### config.mk
export PLATFORM = sky130hd
export DESIGN_NAME = bitmap_bbox_aligner
export DESIGN_NICKNAME = d
export VERILOG_FILES = /design/src/rtl/bbox_pkg.sv /design/src/rtl/bbox_prio_enc.sv /design/src/rtl/bitmap_bbox_aligner.sv
export SDC_FILE = /design/constraint.sdc
export NUM_CORES = 1
export LEC_CHECK = 0
export CAP_MARGIN = 20
export CORE_UTILIZATION = 30
export CTS_BUF_LIST = sky130_fd_sc_hd__clkbuf_16
export DETAILED_ROUTE_END_ITERATION = 7
export PLACE_DENSITY = 0.62
export SYNTH_ARGS = -nofsm -noshare
export SYNTH_HDL_FRONTEND = slang
export SYNTH_HIERARCHICAL = 1
export SYNTH_SLANG_ARGS = --single-unit
### constraint.sdc
create_clock -name clk -period 3.5 [get_ports clk]
set_input_delay 0.7 -clock clk [delete_from_list [all_inputs] [get_ports clk]]
set_output_delay 0.7 -clock clk [all_outputs]
set_load 0.02 [all_outputs]
### src/rtl/bbox_pkg.sv
// bbox_pkg: shared types and helpers for the bitmap bounding-box aligner
//   state_t : scan FSM states
//   res_t   : registered result record (index fields sized for the widest supported bitmap)
//   idx_w   : bits needed to hold a count 0..n
package bbox_pkg;
  localparam int IW = 16;
  typedef enum logic [1:0] {IDLE, SCAN, CALC, DONE} state_t;
  typedef struct packed {
    logic [IW-1:0] lshift;
    logic [IW-1:0] dshift;
    logic [IW-1:0] tshift;
    logic          scale_h;
    logic          scale_v;
    logic          empty;
  } res_t;
  function automatic int idx_w(input int n);
    return $clog2(n + 1);
  endfunction
endpackage

### src/rtl/bbox_prio_enc.sv
// bbox_prio_enc: lowest/highest set-bit index of a vector plus an any-bit flag
//   vec_i : input vector
//   lo_o  : index of the lowest set bit (0 when none)
//   hi_o  : index of the highest set bit (0 when none)
//   any_o : at least one bit set
module bbox_prio_enc
  import bbox_pkg::*;
#(
  parameter int WIDTH = 64,
  localparam int CW = idx_w(WIDTH)
) (
  input  logic [WIDTH-1:0] vec_i,
  output logic [CW-1:0]    lo_o,
  output logic [CW-1:0]    hi_o,
  output logic             any_o
);
  always_comb begin
    lo_o = '0;
    hi_o = '0;
    for (int i = WIDTH - 1; i >= 0; i--) if (vec_i[i]) lo_o = CW'(i);
    for (int i = 0; i < WIDTH; i++) if (vec_i[i]) hi_o = CW'(i);
  end
  assign any_o = |vec_i;
endmodule

### src/rtl/bitmap_bbox_aligner.sv
// bitmap_bbox_aligner: streams a WIDTH x HEIGHT bitmap row by row and reports its bounding-box alignment
//   start/busy                  : kick off a scan from IDLE / FSM not idle
//   row_valid/row_ready/row_data: row stream, top row first, bit 0 leftmost
//   res_valid/res_ready         : result handshake, outputs held while valid
//   lshift/dshift/tshift        : empty columns left, empty rows bottom/top
//   scale_h/scale_v/empty       : 2x scale hints, no pixel set
module bitmap_bbox_aligner
  import bbox_pkg::*;
#(
  parameter int WIDTH = 64,
  parameter int HEIGHT = 24,
  parameter int SCALE_H_THRESH = WIDTH / 2,
  parameter int SCALE_V_THRESH = HEIGHT / 2,
  localparam int CW = idx_w(WIDTH),
  localparam int RW = idx_w(HEIGHT)
) (
  input  logic             clk,
  input  logic             rst_n,
  input  logic             start,
  input  logic             row_valid,
  input  logic [WIDTH-1:0] row_data,
  output logic             row_ready,
  output logic             res_valid,
  input  logic             res_ready,
  output logic [CW-1:0]    lshift,
  output logic [RW-1:0]    dshift,
  output logic [RW-1:0]    tshift,
  output logic             scale_h,
  output logic             scale_v,
  output logic             empty,
  output logic             busy
);
  state_t           state_q, state_d;
  logic [RW-1:0]    row_cnt_q, first_q, last_q, dsh;
  logic [WIDTH-1:0] col_or_q;
  logic             seen_q, acc, last_row, any;
  logic [CW-1:0]    lo, hi;
  logic [CW:0]      empty_cols;
  logic [RW:0]      empty_rows;
  res_t             res_q, res_d;
  bbox_prio_enc #(.WIDTH(WIDTH)) u_enc (.vec_i(col_or_q), .lo_o(lo), .hi_o(hi), .any_o(any));
  assign acc      = row_valid & row_ready;
  assign last_row = row_cnt_q == RW'(HEIGHT - 1);
  always_ff @(posedge clk or negedge rst_n)
    if (!rst_n) state_q <= IDLE;
    else state_q <= state_d;
  always_comb
    state_d = state_q == IDLE ? (start ? SCAN : IDLE) :
              state_q == SCAN ? (acc && last_row ? CALC : SCAN) :
              state_q == CALC ? DONE :
              (res_ready ? IDLE : DONE);
  always_comb begin
    row_ready = state_q == SCAN;
    res_valid = state_q == DONE;
    busy      = state_q != IDLE;
  end
  // any mirrors seen: the column OR is non-zero exactly when some row had a pixel
  always_comb begin
    dsh            = RW'(HEIGHT - 1) - last_q;
    empty_cols     = (CW+1)'(WIDTH) - ((CW+1)'(hi) - (CW+1)'(lo) + (CW+1)'(1));
    empty_rows     = (RW+1)'(first_q) + (RW+1)'(dsh);
    res_d.lshift   = any ? IW'(lo) : '0;
    res_d.tshift   = any ? IW'(first_q) : '0;
    res_d.dshift   = any ? IW'(dsh) : '0;
    res_d.scale_h  = any && empty_cols >= (CW+1)'(SCALE_H_THRESH);
    res_d.scale_v  = any && empty_rows >= (RW+1)'(SCALE_V_THRESH);
    res_d.empty    = !any;
  end
  always_ff @(posedge clk or negedge rst_n)
    if (!rst_n) begin
      row_cnt_q <= '0;
      col_or_q  <= '0;
      first_q   <= '0;
      last_q    <= '0;
      seen_q    <= 1'b0;
      res_q     <= '0;
    end else begin
      if (state_q == IDLE && start) begin
        row_cnt_q <= '0;
        col_or_q  <= '0;
        seen_q    <= 1'b0;
      end
      if (acc) begin
        col_or_q  <= col_or_q | row_data;
        row_cnt_q <= row_cnt_q + RW'(1);
        if (|row_data) begin
          if (!seen_q) first_q <= row_cnt_q;
          seen_q <= 1'b1;
          last_q <= row_cnt_q;
        end
      end
      if (state_q == CALC) res_q <= res_d;
    end
  assign lshift  = CW'(res_q.lshift);
  assign dshift  = RW'(res_q.dshift);
  assign tshift  = RW'(res_q.tshift);
  assign scale_h = res_q.scale_h;
  assign scale_v = res_q.scale_v;
  assign empty   = res_q.empty;
endmodule

==> results.sh, run 1 <==
export IMPL_run_status="finished, final reports clean"
export IMPL_cts_tree="built"
export IMPL_rsz0062_at_grt="false"
export IMPL_area_growth_pct=28.60
export IMPL_drv_cap=0
export IMPL_cts_root_buf="clkbuf_16"
export IMPL_syn_area_um2=5818
export IMPL_vias=5279
export IMPL_start_util_pct=30.90
export IMPL_nets=825
export IMPL_dr_pass1_iters=5
export IMPL_start_kind="flop"
export IMPL_multi_input_area_um2=3038
export IMPL_grt_pass1_vias=5104
export IMPL_postRouteAntennaNets=0
export IMPL_fin_skew_ps=12.92
export IMPL_grtUsageTotal_pct=17.35
export IMPL_synthFlopType="dfrtp_1"
export IMPL_cts_made_buffers=9
export IMPL_syn_inst=629
export IMPL_dr_first_iter_drc_count=373
export IMPL_clock_path_buffers=2
export IMPL_finalCoreUtilization_pct=39.73
export IMPL_maxSlewViolCount=0
export IMPL_synth_async_reset_ratio_pct=100.0
export IMPL_fillerInstances=1869
export IMPL_stdcell_count=1000
export IMPL_holdBufCountCts=0
export IMPL_max_freq_ghz=0.3039
export IMPL_grt_ovfl_total=0
export IMPL_ys_warn_count=6
export IMPL_avgSynthCellArea_um2=9.250
export IMPL_required_ps=3760
export IMPL_power_mw=4.431
export IMPL_dieArea_um2=19950
export IMPL_vias_per_cell=5.279
export IMPL_wl_per_cell_um=16.30
export IMPL_core_area_um2=18830
export IMPL_ys_types=59
export IMPL_setup_viol=0
export IMPL_grt_pass1_wl_mm=27.30
export IMPL_path_max_fanout=7
export IMPL_seq_area_um2=2555
export IMPL_dp_slack_ps=164.3
export IMPL_synth_edff_count=0
export IMPL_placed_area_um2=7174
export IMPL_finalHoldViolations=0
export IMPL_antenna_found_initial=0
export IMPL_rows=50
export IMPL_n_antenna_cell=0
export IMPL_tns_ps=0
export IMPL_grt_max_degree=54
export IMPL_ys_seq_elements=102
export IMPL_dp_cells=984
export IMPL_final_layout_size_suffix_gt1_share_pct=9.865
export IMPL_cellPowerDensity_nw_per_um2=592.2
export IMPL_place_hpwl_mm=12.35
export IMPL_final_area_um2=7482
export IMPL_peakVddDrop_uv=248.8
export IMPL_cts_sinks=102
export IMPL_insertion_delay_ps=360
export IMPL_min_path_type="input pin to async pin"
export IMPL_synth_yosys_seq_area_share_pct=43.87
export IMPL_hold_ws_ps=367.7
export IMPL_wl_mm=16.30
export IMPL_critPathKind="flop to flop"
export IMPL_clkTransAtPathRegs_ps=70
export IMPL_slew_headroom_pct=30.25
export IMPL_htreeDepth=3
export IMPL_die_w_um=141.3
export IMPL_tightestPinTransition_ps=1043
export IMPL_arrival_ps=3550
export IMPL_fin_crit_ps=3291
export IMPL_io_buffers=91
export IMPL_gp_congestion=0.8656
export IMPL_remaining_drc_errors=0
export IMPL_fp_dieH_um=141.3
export IMPL_p_leak_nw=3.003
export IMPL_postCtsSetupBuffers=0
export IMPL_timing_final_crit_share_pct=94.02
export IMPL_fin_ws_ps=209.2
export IMPL_end_kind="flop"
export IMPL_ios=92
-- sequential cells by signal, summed over array words and instances (netlist names) --
signal,cells
col_or_q,64
lshift,7
dshift,5
first_q,5
last_q,5
row_cnt_q,5
tshift,5
state_q,2
empty,1
scale_h,1
scale_v,1
seen_q,1
-- layout make-up --
cell class	instances	area share (%)
repair buffers	119	15.12
clock buffers	9	3.010
multi-input cells	465	40.60
clock inverters	7	0.8696
flip-flops and latches	102	34.15
inverters	38	1.906
well taps	260	4.348
-- timing repair --
item | 4_1_cts | 5_1_grt
hold endpoints to repair | 0 | 0
endpoints found under the setup margin | 0 | 1
gates resized for setup | 0 | 7
-- path summary, 6_finish.rpt --
kind | from | to | slack [ps] | cells past startpoint
worst min register to register | dshift[3] | dshift[3] | 470 | 2
worst max-delay path | col_or_q[2] | scale_h | 210 | 17
worst max register to register | col_or_q[2] | scale_h | 210 | 17
max in group asynchronous | rst_n | col_or_q[43] | 2410 | 2
min in group clk | dshift[3] | dshift[3] | 470 | 2
worst min-delay path | rst_n | dshift[4] | 370 | 1
-- where the power goes --
group	switching (mW)	internal [mW]	total (mW)
Clock	0.458	0.551	1.01
Combinational	0.625	0.705	1.33
Sequential	0.548	1.54	2.09
Total	1.63	2.80	4.43
-- layout by cell type, fill, tap and decap left out, types with 5 or more instances in the layout --
| cell | n |
|---|---|
| a21oi_1 | 38 |
| a22o_1 | 64 |
| buf_4 | 28 |
| clkbuf_16 | 9 |
| clkdlybuf4s50_1 | 90 |
| dfrtp_1 | 100 |
| ha_1 | 19 |
| inv_1 | 39 |
| mux2_2 | 10 |
| nand2_1 | 61 |
| nand2b_1 | 10 |
| nand3_1 | 25 |
| nand4_1 | 9 |
| nor2_1 | 47 |
| nor2b_1 | 8 |
| nor3_1 | 18 |
| nor4_1 | 34 |
| o21a_1 | 5 |
| o21ai_0 | 29 |
| o21bai_1 | 7 |
| o31ai_1 | 13 |
-- worst max-delay path, stage by stage, from the launching register on --
cell and delay [ps]:
dfrtp_1 390, buf_4 170, nand2b_1 140, a221oi_1 300, nor4_1 100, o31ai_1 400
a21oi_1 170, o21bai_1 160, inv_1 60, ha_1 180, ha_1 210, inv_1 80
fa_1 170, nor2b_1 40, o21a_1 180, o221ai_1 160, o31ai_1 100, a32oi_1 180
-- cell usage after synthesis, drive strengths merged (3+ instances only) --
master	n	area [um^2]
nand3	25	125.1
and2	3	18.77
nand2b	10	62.56
o211ai	5	42.54
o21a	5	37.54
ha	19	237.7
dfrtp	102	2552
a2111oi	3	26.28
nor4	37	259.0
a211oi	3	22.52
inv	38	142.6
nor2	49	186.4
o31ai	13	97.59
nand2	62	232.7
nor3	19	100.1
clkbuf	17	63.81
mux2	10	112.6
a21o	3	22.52
a22o	65	570.6
o21ai	32	160.1
buf	8	43.78
o21bai	7	52.55
nand4	9	56.30
or4	5	48.79
a21oi	38	190.2
nor2b	10	67.57
-- routing by layer --
metal | part of all wire (%) | global-route usage [%] | up-vias | wire length [um]
li1 | - | - | 2569 | -
met1 | 50 | 25.30 | 2526 | 8108
met2 | 44 | 26.11 | 161 | 7195
met3 | 4.5 | 3.274 | 23 | 732
met4 | 1.6 | 4.805 | 0 | 259
met5 | 0 | 0 | - | 0
-- cells by family (layout without fill, tap and decap cells) --
logic type	Yosys count	after routing	synth area share, %
multiplexers	10	10	1.936
buffers and inverters	63	173	4.301
adder cells (fa/ha/maj)	21	21	4.774
flip-flops	102	102	43.87
other	1	2	0.06445
XOR/XNOR	3	3	0.4517
AO/OA/AOI/OAI	194	194	23.91
AND/OR/NAND/NOR	235	235	20.69
Note: power is estimated with default switching activity, not from simulation.
==> inputs of run 2 (changes only) <==
CORE_UTILIZATION = 54   (was 30)
CTS_CLUSTER_DIAMETER = 120   (was not set)
PLACE_DENSITY = 0.92   (was 0.62)
==> run 2 against run 1 <==
Against the previous run:
- clock skew is 6.6 ps lower
- core utilization up 30 points
- die area is 44% lower
- critical endpoint unchanged
- largest power group unchanged
- highest routed layer unchanged
==> results.sh, run 2 (same netlist as run 1, synthesis figures left out) <==
export IMPL_seqPwrFrac_pct=49.4
export IMPL_run_status="finished, final reports clean"
export IMPL_core_area_um2=10370
export IMPL_end_kind="flop"
export IMPL_clkTransAtPathRegs_ps=70
export IMPL_peakVddDrop_uv=290.1
export IMPL_cts_root_buf="clkbuf_16"
export IMPL_io_buffers=91
export IMPL_wl_met3_mm=1.163
export IMPL_post_cts_resized=0
export IMPL_tns_ps=0
export IMPL_remaining_drc_errors=0
export IMPL_top_layer="met4"
export IMPL_htreeDepth=3
export IMPL_ios=92
export IMPL_insertion_delay_ps=350
export IMPL_maxSlewViolCount=0
export IMPL_combPwrFrac_pct=29.4
export IMPL_dr_first_iter_drc_count=465
export IMPL_min_path_type="input pin to async pin"
export IMPL_power_switching_mw=1.663
export IMPL_setup_viol=0
export IMPL_fin_crit_ps=3425
export IMPL_cts_made_buffers=9
export IMPL_slew_headroom_pct=36.52
export IMPL_grt_max_degree=75
export IMPL_dieArea_um2=11190
export IMPL_start_util_pct=56.11
export IMPL_holdBufCountCts=0
export IMPL_p_leak_nw=2.928
export IMPL_max_freq_ghz=0.2920
export IMPL_cellPowerDensity_nw_per_um2=601.2
export IMPL_finalCoreUtilization_pct=69.82
export IMPL_clock_path_buffers=2
export IMPL_cts_tree="built"
export IMPL_final_layout_size_suffix_gt1_share_pct=9.203
export IMPL_vias=5613
export IMPL_grt_pass1_vias=5256
export IMPL_path_max_fanout=7
export IMPL_dr_pass1_iters=5
export IMPL_critPathKind="flop to flop"
export IMPL_fp_dieH_um=105.8
export IMPL_vias_per_cell=6.497
export IMPL_regMostFlops="col_or_q"
export IMPL_antenna_found_initial=0
export IMPL_drv_cap=0
export IMPL_final_cell_mix="98 x dfrtp_1, 90 x clkdlybuf4s50_1, 64 x a22o_1"
export IMPL_rows=37
export IMPL_finalHoldViolations=0
export IMPL_timing_final_crit_share_pct=97.86
export IMPL_wl_mm=15.94
export IMPL_rrSetupSlack_ps=70
export IMPL_wl_per_cell_um=18.45
export IMPL_arrival_ps=3680
export IMPL_hold_ws_ps=465.7
export IMPL_postRouteAntennaNets=0
export IMPL_switching_share_pct=38.21
export IMPL_wl_met2_mm=7.661
export IMPL_internal_power_mw=2.689
export IMPL_fin_skew_ps=6.292
export IMPL_required_ps=3760
export IMPL_fillerInstances=782
export IMPL_gp_congestion=0.9127
export IMPL_n_antenna_cell=0
export IMPL_postCtsSetupBuffers=0
export IMPL_clockPowerShare_pct=21.2
export IMPL_grtUsageTotal_pct=29.72
export IMPL_grt_ovfl_total=0
export IMPL_tightestPinTransition_ps=952.1
export IMPL_cts_sinks=102
export IMPL_wl_met1_mm=6.616
export IMPL_grt_pass1_wl_mm=26.01
export IMPL_largest_reg_flops=64
export IMPL_die_w_um=105.8
export IMPL_nets=813
export IMPL_area_growth_pct=24.45
export IMPL_start_kind="flop"
export IMPL_final_common_cell="dfrtp_1"
export IMPL_place_hpwl_mm=11.75
==> run 2: cell types whose count changed in the layout (fill, tap and decap cells not counted), moves of 2 or more <==
cell and change:
clkinvlp_4 +2, nor4_1 -3, dfrtp_2 +2, dfrtp_1 -2
buf_4 -11, nor4_4 +2
==> run 2: critical path: stages (launching register included) <==
cell and delay, ps:
dfrtp_1 450, or4_4 610, nor2_1 150, a21oi_1 80
nor3_1 230, o21bai_1 100, a21oi_1 280, ha_1 290
ha_1 280, nor2b_1 130, o21a_1 180, o221ai_1 190
o31ai_1 120, a32oi_1 230
==> run 2: area by class of cell <==
type	instances	area [um^2]	area share (%)
Inverter	38	142.6	1.970
Tap cell	136	170.2	2.350
Timing Repair Buffer	107	1028	14.20
Sequential cell	102	2557	35.32
Clock buffer	9	225.2	3.110
Clock inverter	7	41.29	0.5702
Multi-Input combinational cell	465	3075	42.47
==> run 2: metal layers <==
metal | up-vias | global-route usage (%)
li1 | 2553 | -
met1 | 2712 | 38.99
met2 | 309 | 49.21
met3 | 39 | 3.772
met4 | 0 | 13.39
met5 | - | 0
==> run 2: path summary, 6_finish.rpt <==
kind | startpoint | depth (start not counted) | endpoint
worst max-delay path | col_or_q[51] | 13 | scale_h
worst min-delay path | rst_n | 1 | dshift[0]
worst max register to register | col_or_q[51] | 13 | scale_h
worst min register to register | lshift[3] | 2 | lshift[3]
max in group asynchronous | rst_n | 2 | tshift[2]
min in group clk | lshift[3] | 2 | lshift[3]
==> run 2: power by group through the flow <==
stage | Clock [mW] | Combinational (mW) | Sequential (mW)
floorplan | 0 | 0.900 | 1.96
global placement | 0 | 1.18 | 2.08
detailed placement | 0 | 1.25 | 2.12
CTS | 0.923 | 1.26 | 2.10
global route | 0.972 | 1.39 | 2.21
finish | 0.922 | 1.28 | 2.15
==> run 2: stage by stage <==
step | instances | total power, mW | area (um^2) | setup WS [ps]
floorplan | 630 | 2.863 | 5822 | 463.3
global placement | 848 | 3.266 | 6917 | 328.4
detailed placement | 848 | 3.372 | 6917 | 213.1
CTS | 864 | 4.293 | 7183 | 160.0
global route | 864 | 4.578 | 7241 | -54.74
finish | 864 | 4.353 | 7241 | 74.81
